### src/rtl/led_fade_pwm.sv
// PWM LED driver that ramps each channel's brightness linearly between off and full on.
// Define LED_FADE_GAMMA_EN to map duty through a square-law perceptual curve.
module led_fade_pwm #(
  parameter int NLED     = 4,
  parameter int PWM_BITS = 8,
  parameter int STEP_DIV = 16
) (
  input  logic            clk,
  input  logic            rst,
  input  logic [NLED-1:0] led_in,
  output logic [NLED-1:0] pwm_out,
  output logic            busy
);

  localparam int SW = (STEP_DIV > 1) ? $clog2(STEP_DIV) : 1;
  localparam logic [PWM_BITS-1:0] DMAX    = '1;
  localparam logic [PWM_BITS-1:0] DMAX_M1 = DMAX - PWM_BITS'(1);
  localparam logic [PWM_BITS-1:0] DONE    = PWM_BITS'(1);
  localparam logic [SW-1:0]       STEP_LAST = SW'(STEP_DIV - 1);

  typedef enum logic [1:0] {
    OFF  = 2'd0,
    RISE = 2'd1,
    ON   = 2'd2,
    FALL = 2'd3
  } state_t;

  state_t              state_q [NLED];
  state_t              state_d [NLED];
  logic [PWM_BITS-1:0] duty_q  [NLED];
  logic [PWM_BITS-1:0] duty_d  [NLED];
  logic [PWM_BITS-1:0] level   [NLED];

  logic [NLED-1:0]     led_q;
  logic [PWM_BITS-1:0] pwm_cnt_q, pwm_cnt_d;
  logic [SW-1:0]       step_cnt_q, step_cnt_d;
  logic                step_tick;
  logic [NLED-1:0]     pwm_out_q, pwm_out_d;
  logic                busy_q, busy_d;

  assign step_tick  = (step_cnt_q == STEP_LAST);
  assign step_cnt_d = step_tick ? '0 : step_cnt_q + SW'(1);
  assign pwm_cnt_d  = pwm_cnt_q + PWM_BITS'(1);

  // A direction reversal takes priority over a step landing in the same cycle.
  always_comb begin
    for (int i = 0; i < NLED; i++) begin
      state_d[i] = state_q[i];
      duty_d[i]  = duty_q[i];
      case (state_q[i])
        OFF: begin
          duty_d[i] = '0;
          if (led_q[i]) state_d[i] = RISE;
        end
        RISE: begin
          if (!led_q[i]) begin
            state_d[i] = FALL;
          end else if (duty_q[i] == DMAX) begin
            state_d[i] = ON;
          end else if (step_tick) begin
            duty_d[i] = duty_q[i] + PWM_BITS'(1);
            if (duty_q[i] == DMAX_M1) state_d[i] = ON;
          end
        end
        ON: begin
          duty_d[i] = DMAX;
          if (!led_q[i]) state_d[i] = FALL;
        end
        FALL: begin
          if (led_q[i]) begin
            state_d[i] = RISE;
          end else if (duty_q[i] == '0) begin
            state_d[i] = OFF;
          end else if (step_tick) begin
            duty_d[i] = duty_q[i] - PWM_BITS'(1);
            if (duty_q[i] == DONE) state_d[i] = OFF;
          end
        end
        default: begin
          state_d[i] = OFF;
          duty_d[i]  = '0;
        end
      endcase
    end
  end

`ifdef LED_FADE_GAMMA_EN
  logic [2*PWM_BITS-1:0] duty_wide [NLED];
  logic [2*PWM_BITS-1:0] duty_sq   [NLED];

  always_comb begin
    for (int i = 0; i < NLED; i++) begin
      duty_wide[i] = (2*PWM_BITS)'(duty_d[i]);
      duty_sq[i]   = duty_wide[i] * duty_wide[i];
      level[i]     = PWM_BITS'(duty_sq[i] >> PWM_BITS);
    end
  end
`else
  always_comb begin
    for (int i = 0; i < NLED; i++) begin
      level[i] = duty_d[i];
    end
  end
`endif

  // Outputs are computed from next-state values so they line up with the registered state.
  always_comb begin
    busy_d    = 1'b0;
    pwm_out_d = '0;
    for (int i = 0; i < NLED; i++) begin
      case (state_d[i])
        ON:      pwm_out_d[i] = 1'b1;
        OFF:     pwm_out_d[i] = 1'b0;
        default: pwm_out_d[i] = (pwm_cnt_d < level[i]);
      endcase
      if (state_d[i] == RISE || state_d[i] == FALL) busy_d = 1'b1;
    end
  end

  always_ff @(posedge clk or posedge rst) begin
    if (rst) begin
      led_q      <= '0;
      pwm_cnt_q  <= '0;
      step_cnt_q <= '0;
      pwm_out_q  <= '0;
      busy_q     <= 1'b0;
      for (int i = 0; i < NLED; i++) begin
        state_q[i] <= OFF;
        duty_q[i]  <= '0;
      end
    end else begin
      led_q      <= led_in;
      pwm_cnt_q  <= pwm_cnt_d;
      step_cnt_q <= step_cnt_d;
      pwm_out_q  <= pwm_out_d;
      busy_q     <= busy_d;
      for (int i = 0; i < NLED; i++) begin
        state_q[i] <= state_d[i];
        duty_q[i]  <= duty_d[i];
      end
    end
  end

  assign pwm_out = pwm_out_q;
  assign busy    = busy_q;

endmodule

### config.mk
export PLATFORM = sky130hd
export DESIGN_NAME = led_fade_pwm
export DESIGN_NICKNAME = d
export VERILOG_FILES = /design/src/rtl/led_fade_pwm.sv
export SDC_FILE = /design/constraint.sdc
export NUM_CORES = 1
export LEC_CHECK = 0
export ABC_AREA = 1
export CAP_MARGIN = 30
export CORE_MARGIN = 5
export CORE_UTILIZATION = 35
export DETAILED_ROUTE_END_ITERATION = 6
export SLEW_MARGIN = 20
export SYNTH_ARGS = -nofsm -noshare
export SYNTH_HDL_FRONTEND = slang
export SYNTH_SLANG_ARGS = --single-unit
### constraint.sdc
create_clock -name clk -period 3.65 [get_ports clk]
set_clock_uncertainty 0.1 [all_clocks]
set_input_delay 0.5475 -clock clk [delete_from_list [all_inputs] [get_ports clk]]
set_output_delay 0.5475 -clock clk [all_outputs]
set_load 0.05 [all_outputs]
==> run summary, run 1 <==
================================================================================
Outcome                                                             complete, no violations
Die Footprint                                                         17410 um^2
Max Slew Vio Count                                                             0
Fraction of layout cells with a size suffix above 1                       0.1061
Kind of end point of the critical path                                  register
Via density per instance                                                   4.899
CTS Root Buffer Type                                                sky130_fd_sc_hd__clkbuf_16
Total of flip-flops plus latches after synthesis                              61
GRT Residual Overflow                                                          0
Placed Instance Area                                                   5507 um^2
Remaining DRCs                                                                 0
Post-synth cell types                                                         44
Area of the placeable core                                            14530 um^2
Post-CTS Repair Setup Buffers                                                  0
Final worst path period share                                             0.8060
Met1 Use GR                                                               0.2113
Number of levels in the clock H-tree                                           3
Final Hold Vio Count                                                           0
Library cell with the highest instance count after synthesis        sky130_fd_sc_hd__nand2_1
Sink Count                                                                    61
Clock transition at the registers of the reported paths                  0.05 ns
Async S/R FF share, synth                                                  1.000
Die Span Y                                                              132.0 um
Layer with the highest usage after global routing                           met2
Number of buffers created by CTS                                               9
Placed wire-length estimate after detailed placement                     9352 um
Total of cells resized after clock tree synthesis                              0
Synth Cell Area                                                        5205 um^2
Non-Filler Cell Area, Final                                            5786 um^2
Count of vias placed by the detailed router                                 4502
Post-layout nets                                                             784
Warnings, synthesis                                                            0
Number of buffers inserted by port buffering                                  10
Type of the worst setup path                                        register to register
Number of flops mapped to enable cells by yosys                                0
Fraction of the yosys area taken by sequential cells                      0.2933
Worst slew margin relative to its limit                                   0.4740
Top cell type's share of synthesized area                                 0.2933
Leading register cell type out of synthesis                         sky130_fd_sc_hd__dfrtp_1
Initial DRT Pass Iterations                                                    5
Maximum fanout along the worst path                                           10
Commonest cells in the netlist                                      sky130_fd_sc_hd__nand2_1, sky130_fd_sc_hd__inv_1, sky130_fd_sc_hd__dfrtp_1
Slew at the pin closest to its max-slew limit                          0.7891 ns
Average size of a mapped cell                                         7.280 um^2
Routed WL per cell                                                      13.49 um
Initial Util                                                              0.3581
Kind of start point of the critical path                                register
CTS tree                                                                    done
Largest net degree at the start of global routing                             62
Number of core rows                                                           44
Total nets after synthesis                                                   768
Slack of the worst reg-to-reg path                                       0.71 ns
Number of antenna violations at the first check in global routing              0
Number of maximum-capacitance violations                                       0
Gate Count Post-Synth                                                        715
Global-route wire length before repair                                  21660 um
Starting DRT DRC Count                                                       243
Min-delay worst type                                                register to register
RSZ-0062 raised after global routing                                          no
Post-CTS Hold Fix Bufs                                                         0
Reported leakage power                                                  2.970 nW
Number of I/O pins                                                            11
Clock latency on the worst-skew pair                                     0.34 ns
Cell type contributing the most total cell area after synthesis     sky130_fd_sc_hd__dfrtp_1
Cells taking the most area after synthesis                          sky130_fd_sc_hd__dfrtp_1, sky130_fd_sc_hd__nand2_1, sky130_fd_sc_hd__ha_1
Syn-to-layout area delta                                                  11.15%
Detailed-route wire length                                              12400 um
Setup TNS                                                                   0 ns
Worst-case clock buffer depth                                                  2
Peak clock frequency supported by timing                              0.3399 GHz
Vias in the first global route                                              4450
Antenna Violating Nets Remaining                                               0
Arrival time of data at the critical path endpoint                       3.12 ns
GR met3 Demand/Resource                                                  0.02137
Met2 Use GR                                                               0.2308
Chip width                                                              132.0 um
Antenna cell count                                                             0
Peak supply drop                                                       0.3302 mV
Total Routing Usage GR                                                    0.1505
Gpl congestion                                                            0.8987
Time the worst path needs with I/O delays and setup                     2.942 ns
Worst endpoint required time                                             3.83 ns
Number of failing setup endpoints in the final timing report                   0
Power per standard cell area                                        806.8 nW/um^2
================================================================================
## critical path, stage by stage, from the launching register on
cell and delay [ns]:
sky130_fd_sc_hd__dfrtp_1 0.36, sky130_fd_sc_hd__ha_1 0.24, sky130_fd_sc_hd__nand3_4 0.25, sky130_fd_sc_hd__nor2_4 0.25, sky130_fd_sc_hd__nand4_2 0.15, sky130_fd_sc_hd__nor3_2 0.19
sky130_fd_sc_hd__nand3_1 0.13, sky130_fd_sc_hd__xor2_1 0.15, sky130_fd_sc_hd__nand2_1 0.08, sky130_fd_sc_hd__a21oi_2 0.16, sky130_fd_sc_hd__ha_1 0.26, sky130_fd_sc_hd__a21oi_1 0.18
sky130_fd_sc_hd__o21ai_0 0.13, sky130_fd_sc_hd__a21oi_1 0.13, sky130_fd_sc_hd__nand2_1 0.06, sky130_fd_sc_hd__nand2_1 0.05
## layer usage
metal  part of all wire  vias to the layer above
met4              0.024                        0
met2               0.44                       86
li1                   -                     2346
met1               0.50                     2049
met3              0.032                       21
met5                  0                        -
## state kept, by name (all words and copies together), names as in the netlist
name        cells
state_q         8
pwm_cnt_q       8
led_q           4
step_cnt_q      4
pwm_out         4
busy            1
duty_q         32
## report_power, final
part           total (W)  switching [W]  internal [W]
clock           0.000825       0.000314      0.000511
sequential       0.00133       0.000397      0.000936
combinational    0.00251        0.00161      0.000903
total            0.00467        0.00232       0.00235
## layout make-up
type	count	area, um^2
repair buffers	12	115.1
fillers	1541	8748
well taps	184	230.2
inverters	129	484.2
clock inverters	1	5.005
multi-input cells	518	3151
clock buffers	14	274.0
flip-flops and latches	61	1526
## logic make-up after synthesis
| family | synth area share |
|---|---|
| AND/OR/NAND/NOR | 0.3077 |
| adder cells (fa/ha/maj) | 0.1130 |
| AO/OA/AOI/OAI | 0.1190 |
| buffers and inverters | 0.1014 |
| flip-flops | 0.2933 |
| XOR/XNOR | 0.06563 |
## worst paths after layout
check | start | cells past startpoint | endpoint
worst max-delay path | step_cnt_q[0] | 15 | pwm_out[2]
worst min-delay path | step_cnt_q[1] | 1 | step_cnt_q[1]
worst max register to register | step_cnt_q[0] | 15 | pwm_out[2]
worst min register to register | step_cnt_q[1] | 1 | step_cnt_q[1]
max in group asynchronous | rst | 3 | duty_q[25]
min in group asynchronous | rst | 3 | pwm_out[1]
## per-stage QoR
stage	hold slack (ns)	setup slack (ns)	util	cells	power, W
final	0.3948	0.7080	0.3981	919	0.004668
after global routing	0.4329	0.4371	0.3981	919	0.005203
after CTS	0.3989	0.6909	0.3981	919	0.004707
after detailed placement	0.3865	0.7360	0.3789	904	0.003847
after global placement	0.3806	0.7958	0.3789	904	0.003840
after floorplan	0.3667	1.072	-	715	0.003238
## cell usage in the layout (no fill, tap or decap), types with 2 or more instances in the layout
master,count
sky130_fd_sc_hd__nand4_1,12
sky130_fd_sc_hd__inv_1,116
sky130_fd_sc_hd__inv_2,13
sky130_fd_sc_hd__nand3b_1,4
sky130_fd_sc_hd__o31ai_1,2
sky130_fd_sc_hd__buf_4,2
sky130_fd_sc_hd__nor2_2,8
sky130_fd_sc_hd__a31oi_1,4
sky130_fd_sc_hd__a221oi_1,3
sky130_fd_sc_hd__a211oi_1,2
sky130_fd_sc_hd__nor2_1,55
sky130_fd_sc_hd__o21ai_2,4
sky130_fd_sc_hd__ha_1,47
sky130_fd_sc_hd__clkbuf_1,2
sky130_fd_sc_hd__o21ai_1,8
sky130_fd_sc_hd__xor2_1,37
sky130_fd_sc_hd__nand3_1,47
sky130_fd_sc_hd__clkbuf_16,9
sky130_fd_sc_hd__a21oi_2,4
sky130_fd_sc_hd__nor3_2,6
sky130_fd_sc_hd__nand3_2,2
sky130_fd_sc_hd__or2_2,5
sky130_fd_sc_hd__clkdlybuf4s50_1,10
sky130_fd_sc_hd__a32oi_1,3
sky130_fd_sc_hd__o211ai_1,3
sky130_fd_sc_hd__a21oi_1,31
sky130_fd_sc_hd__nor3_1,13
sky130_fd_sc_hd__a221oi_2,4
sky130_fd_sc_hd__dfrtp_1,61
sky130_fd_sc_hd__and3_1,2
sky130_fd_sc_hd__nand2_2,3
sky130_fd_sc_hd__nor2_4,7
sky130_fd_sc_hd__nand4_2,4
sky130_fd_sc_hd__clkbuf_8,3
sky130_fd_sc_hd__xnor2_1,2
sky130_fd_sc_hd__o21ai_0,22
sky130_fd_sc_hd__nand2_1,166
Power figures use the tool's default switching activity.
==> run 2: changes to the inputs <==
==> constraint.sdc (replaced) <==
create_clock -name clk -period 3.05 [get_ports clk]
set_clock_uncertainty 0.1 [all_clocks]
set_input_delay 0.4575 -clock clk [delete_from_list [all_inputs] [get_ports clk]]
set_output_delay 0.4575 -clock clk [all_outputs]
set_load 0.05 [all_outputs]
==> run summary, run 2 (synthesis gave the netlist of run 1 again) <==
=====================================================================================
Remaining DRCs                                                                      0   unchanged
Sequential cell area                                                        1529 um^2   +0.16%
Worst endpoint required time                                                  3.23 ns   -0.60 ns
Syn-to-layout area delta                                                       14.42%
Share of power burned in registers                                              0.282   -0.004
Peak supply drop                                                            0.5342 mV   +62%
Slack of the worst reg-to-reg path                                            0.23 ns   -0.48 ns
Number of flip-flops in the largest register                                       32   unchanged
Placed wire-length estimate after detailed placement                          9511 um   +1.7%
Outcome                                                                  complete, no violations
Number of I/O pins                                                                 11   unchanged
Final instance count without filler cells                                         934   +1.6%
Vias in the first global route                                                   4447   -0.067%
GR met3 Demand/Resource                                                       0.02863   +0.007252
GRT Residual Overflow                                                               0   unchanged
Worst r2r dst                                                              pwm_out[3]
Biggest registers after layout                                           duty_q (32), pwm_cnt_q (8), state_q (8)
RSZ-0062 raised after global routing                                               no
Fraction of power consumed by combinational cells                               0.536   -0.002
Global-route wire length before repair                                       21470 um   -0.90%
Final worst path period share                                                  0.9249   +0.1189
Number of buffers created by CTS                                                    9   unchanged
Max Slew Vio Count                                                                  0   unchanged
Worst hold slack after final layout                                         0.3023 ns   -0.09251 ns
Met1 Use GR                                                                    0.2037   -0.007563
Register with the most flip-flops                                              duty_q
Source of the critical timing path                                       step_cnt_q[0]
Largest net degree at the start of global routing                                  31   -50%
Number of antenna violations at the first check in global routing                   0   unchanged
Clock transition at the registers of the reported paths                       0.05 ns   about the same
Clock network fraction of design power                                          0.182   +0.005
Area of the placeable core                                                 14530 um^2   unchanged
Setup TNS                                                                        0 ns   unchanged
Most frequent standard cell in the layout excluding fill and tap cells   sky130_fd_sc_hd__nand2_1
Type of the worst setup path                                             register to register
Starting DRT DRC Count                                                            347   +43%
Total Routing Usage GR                                                         0.1477   -0.002758
Min-delay worst type                                                     input port to asynchronous set/reset pin
Sink Count                                                                         61   unchanged
Slew at the pin closest to its max-slew limit                               0.5851 ns   -0.2040 ns
Chip width                                                                   132.0 um   unchanged
Met2 Use GR                                                                    0.2350   +0.004211
Arrival time of data at the critical path endpoint                            3.00 ns   -0.12 ns
CTS Root Buffer Type                                                     sky130_fd_sc_hd__clkbuf_16
Gpl congestion                                                                 0.8678   -3.4%
Reported leakage power                                                       3.059 nW   +3.0%
Sw frac                                                                        0.4865   -0.01014
Clock latency on the worst-skew pair                                          0.34 ns   about the same
Number of failing setup endpoints in the final timing report                        0   unchanged
Number of core rows                                                                44   unchanged
Worst-case clock buffer depth                                                       2   unchanged
Count of vias placed by the detailed router                                      4591   +2.0%
Number of levels in the clock H-tree                                                3   unchanged
Detailed-route wire length                                                   12640 um   +2.0%
Switching pwr                                                              0.002766 W   +19%
Cell Int Power                                                             0.002919 W   +24%
Antenna Violating Nets Remaining                                                    0   unchanged
Reg2Reg Depth                                                                      16   +1
Final Hold Vio Count                                                                0   unchanged
Time the worst path needs with I/O delays and setup                          2.821 ns   -0.1211 ns
Antenna cell count                                                                  0   unchanged
Post-layout nets                                                                  799   +1.9%
Power per standard cell area                                             954.6 nW/um^2   +18%
Die Footprint                                                              17410 um^2   unchanged
Via density per instance                                                        4.915   +0.34%
Share of the core filled with cells                                            0.4098   +0.01171
Post-CTS Hold Fix Bufs                                                              0   unchanged
Leading cell types in the layout, fill and taps excluded                 sky130_fd_sc_hd__nand2_1, sky130_fd_sc_hd__inv_1, sky130_fd_sc_hd__dfrtp_1, sky130_fd_sc_hd__nor2_1
Kind of start point of the critical path                                     register
Area used by multi-input combinational logic                                3166 um^2   +0.48%
Fill cells                                                                       1505   -2.3%
Initial Util                                                                   0.3581   unchanged
Number of buffers inserted by port buffering                                       10   unchanged
Origin of the critical flop-to-flop path                                 step_cnt_q[0]
CTS tree                                                                         done
Kind of end point of the critical path                                       register
Worst slew margin relative to its limit                                        0.6086   +0.1347
Inst Count DP                                                                     914   +1.1%
Peak clock frequency supported by timing                                   0.3545 GHz   +4.3%
Fraction of layout cells with a size suffix above 1                            0.1280   +0.02188
Post-layout power                                                          0.005685 W   +22%
Routed WL per cell                                                           13.54 um   +0.34%
Die Span Y                                                                   132.0 um   unchanged
Initial DRT Pass Iterations                                                         5   unchanged
Maximum fanout along the worst path                                                 8   -2
Layer with the highest usage after global routing                                met2
Number of maximum-capacitance violations                                            0   unchanged
=====================================================================================
[run 2: cell count changes in the layout (fill, tap and decap cells not counted), sizes merged]
cell | previous run | this run
clkinv | 1 | 0
bufinv | 0 | 1
buf | 2 | 17
[run 2: repair_timing]
action,in CTS,in global routing
setup endpoints to repair,0,3
setup buffers,0,5
resized for setup,0,6
[run 2: critical path: stages (launching register included)]
cell and delay, ns:
sky130_fd_sc_hd__dfrtp_1 0.39, sky130_fd_sc_hd__ha_1 0.26, sky130_fd_sc_hd__nand3_4 0.11, sky130_fd_sc_hd__buf_12 0.17
sky130_fd_sc_hd__buf_4 0.17, sky130_fd_sc_hd__nor2_1 0.06, sky130_fd_sc_hd__nand2_1 0.11, sky130_fd_sc_hd__xor2_1 0.15
sky130_fd_sc_hd__nand2_1 0.09, sky130_fd_sc_hd__a221oi_2 0.30, sky130_fd_sc_hd__inv_1 0.07, sky130_fd_sc_hd__ha_1 0.31
sky130_fd_sc_hd__a21oi_1 0.16, sky130_fd_sc_hd__o21ai_0 0.10, sky130_fd_sc_hd__nor2_1 0.11, sky130_fd_sc_hd__nand2_1 0.06
sky130_fd_sc_hd__nand2_1 0.05
[run 2: worst max-delay path by stage]
stage,end,cells past startpoint
after floorplan,pwm_out[0],19
after global placement,pwm_out[2],15
after detailed placement,pwm_out[0],18
after CTS,pwm_out[0],18
after global routing,pwm_out[0],19
final,pwm_out[3],16
[run 2: cell type report]
cell class                 count  area share
clock buffer                  14     0.04433
multi-input combinational    518      0.5315
inverter                     129     0.08130
timing repair buffer          27     0.04244
sequential                    61      0.2567
tap                          184     0.03866
clock inverter                 1    0.005042
[run 2: power groups by stage]
| stage | Sequential, W | Clock [W] | Combinational, W |
|---|---|---|---|
| 4_1_cts | 0.00158 | 0.00107 | 0.00306 |
| 5_1_grt | 0.00166 | 0.00110 | 0.00356 |
| 6_report | 0.00160 | 0.00104 | 0.00305 |
| 2_1_floorplan | 0.00150 | 0 | 0.00238 |
| 3_3_place_gp | 0.00161 | 0 | 0.00303 |
| 3_5_place_dp | 0.00159 | 0 | 0.00305 |
[run 2: metrics by stage]
stage / setup slack, ns / cell area (um^2)
floorplan: 0.4719 / 5205
global placement: 0.1848 / 5594
detailed placement: 0.1488 / 5594
CTS: 0.1210 / 5888
global route: 0.01316 / 5956
finish: 0.2291 / 5956
[run 2: metal layers]
| layer | wire length [um] | part of all wire |
|---|---|---|
| met2 | 5823 | 0.46 |
| met4 | 189 | 0.015 |
| met3 | 453 | 0.036 |
| met5 | 0 | 0 |
| met1 | 6176 | 0.49 |
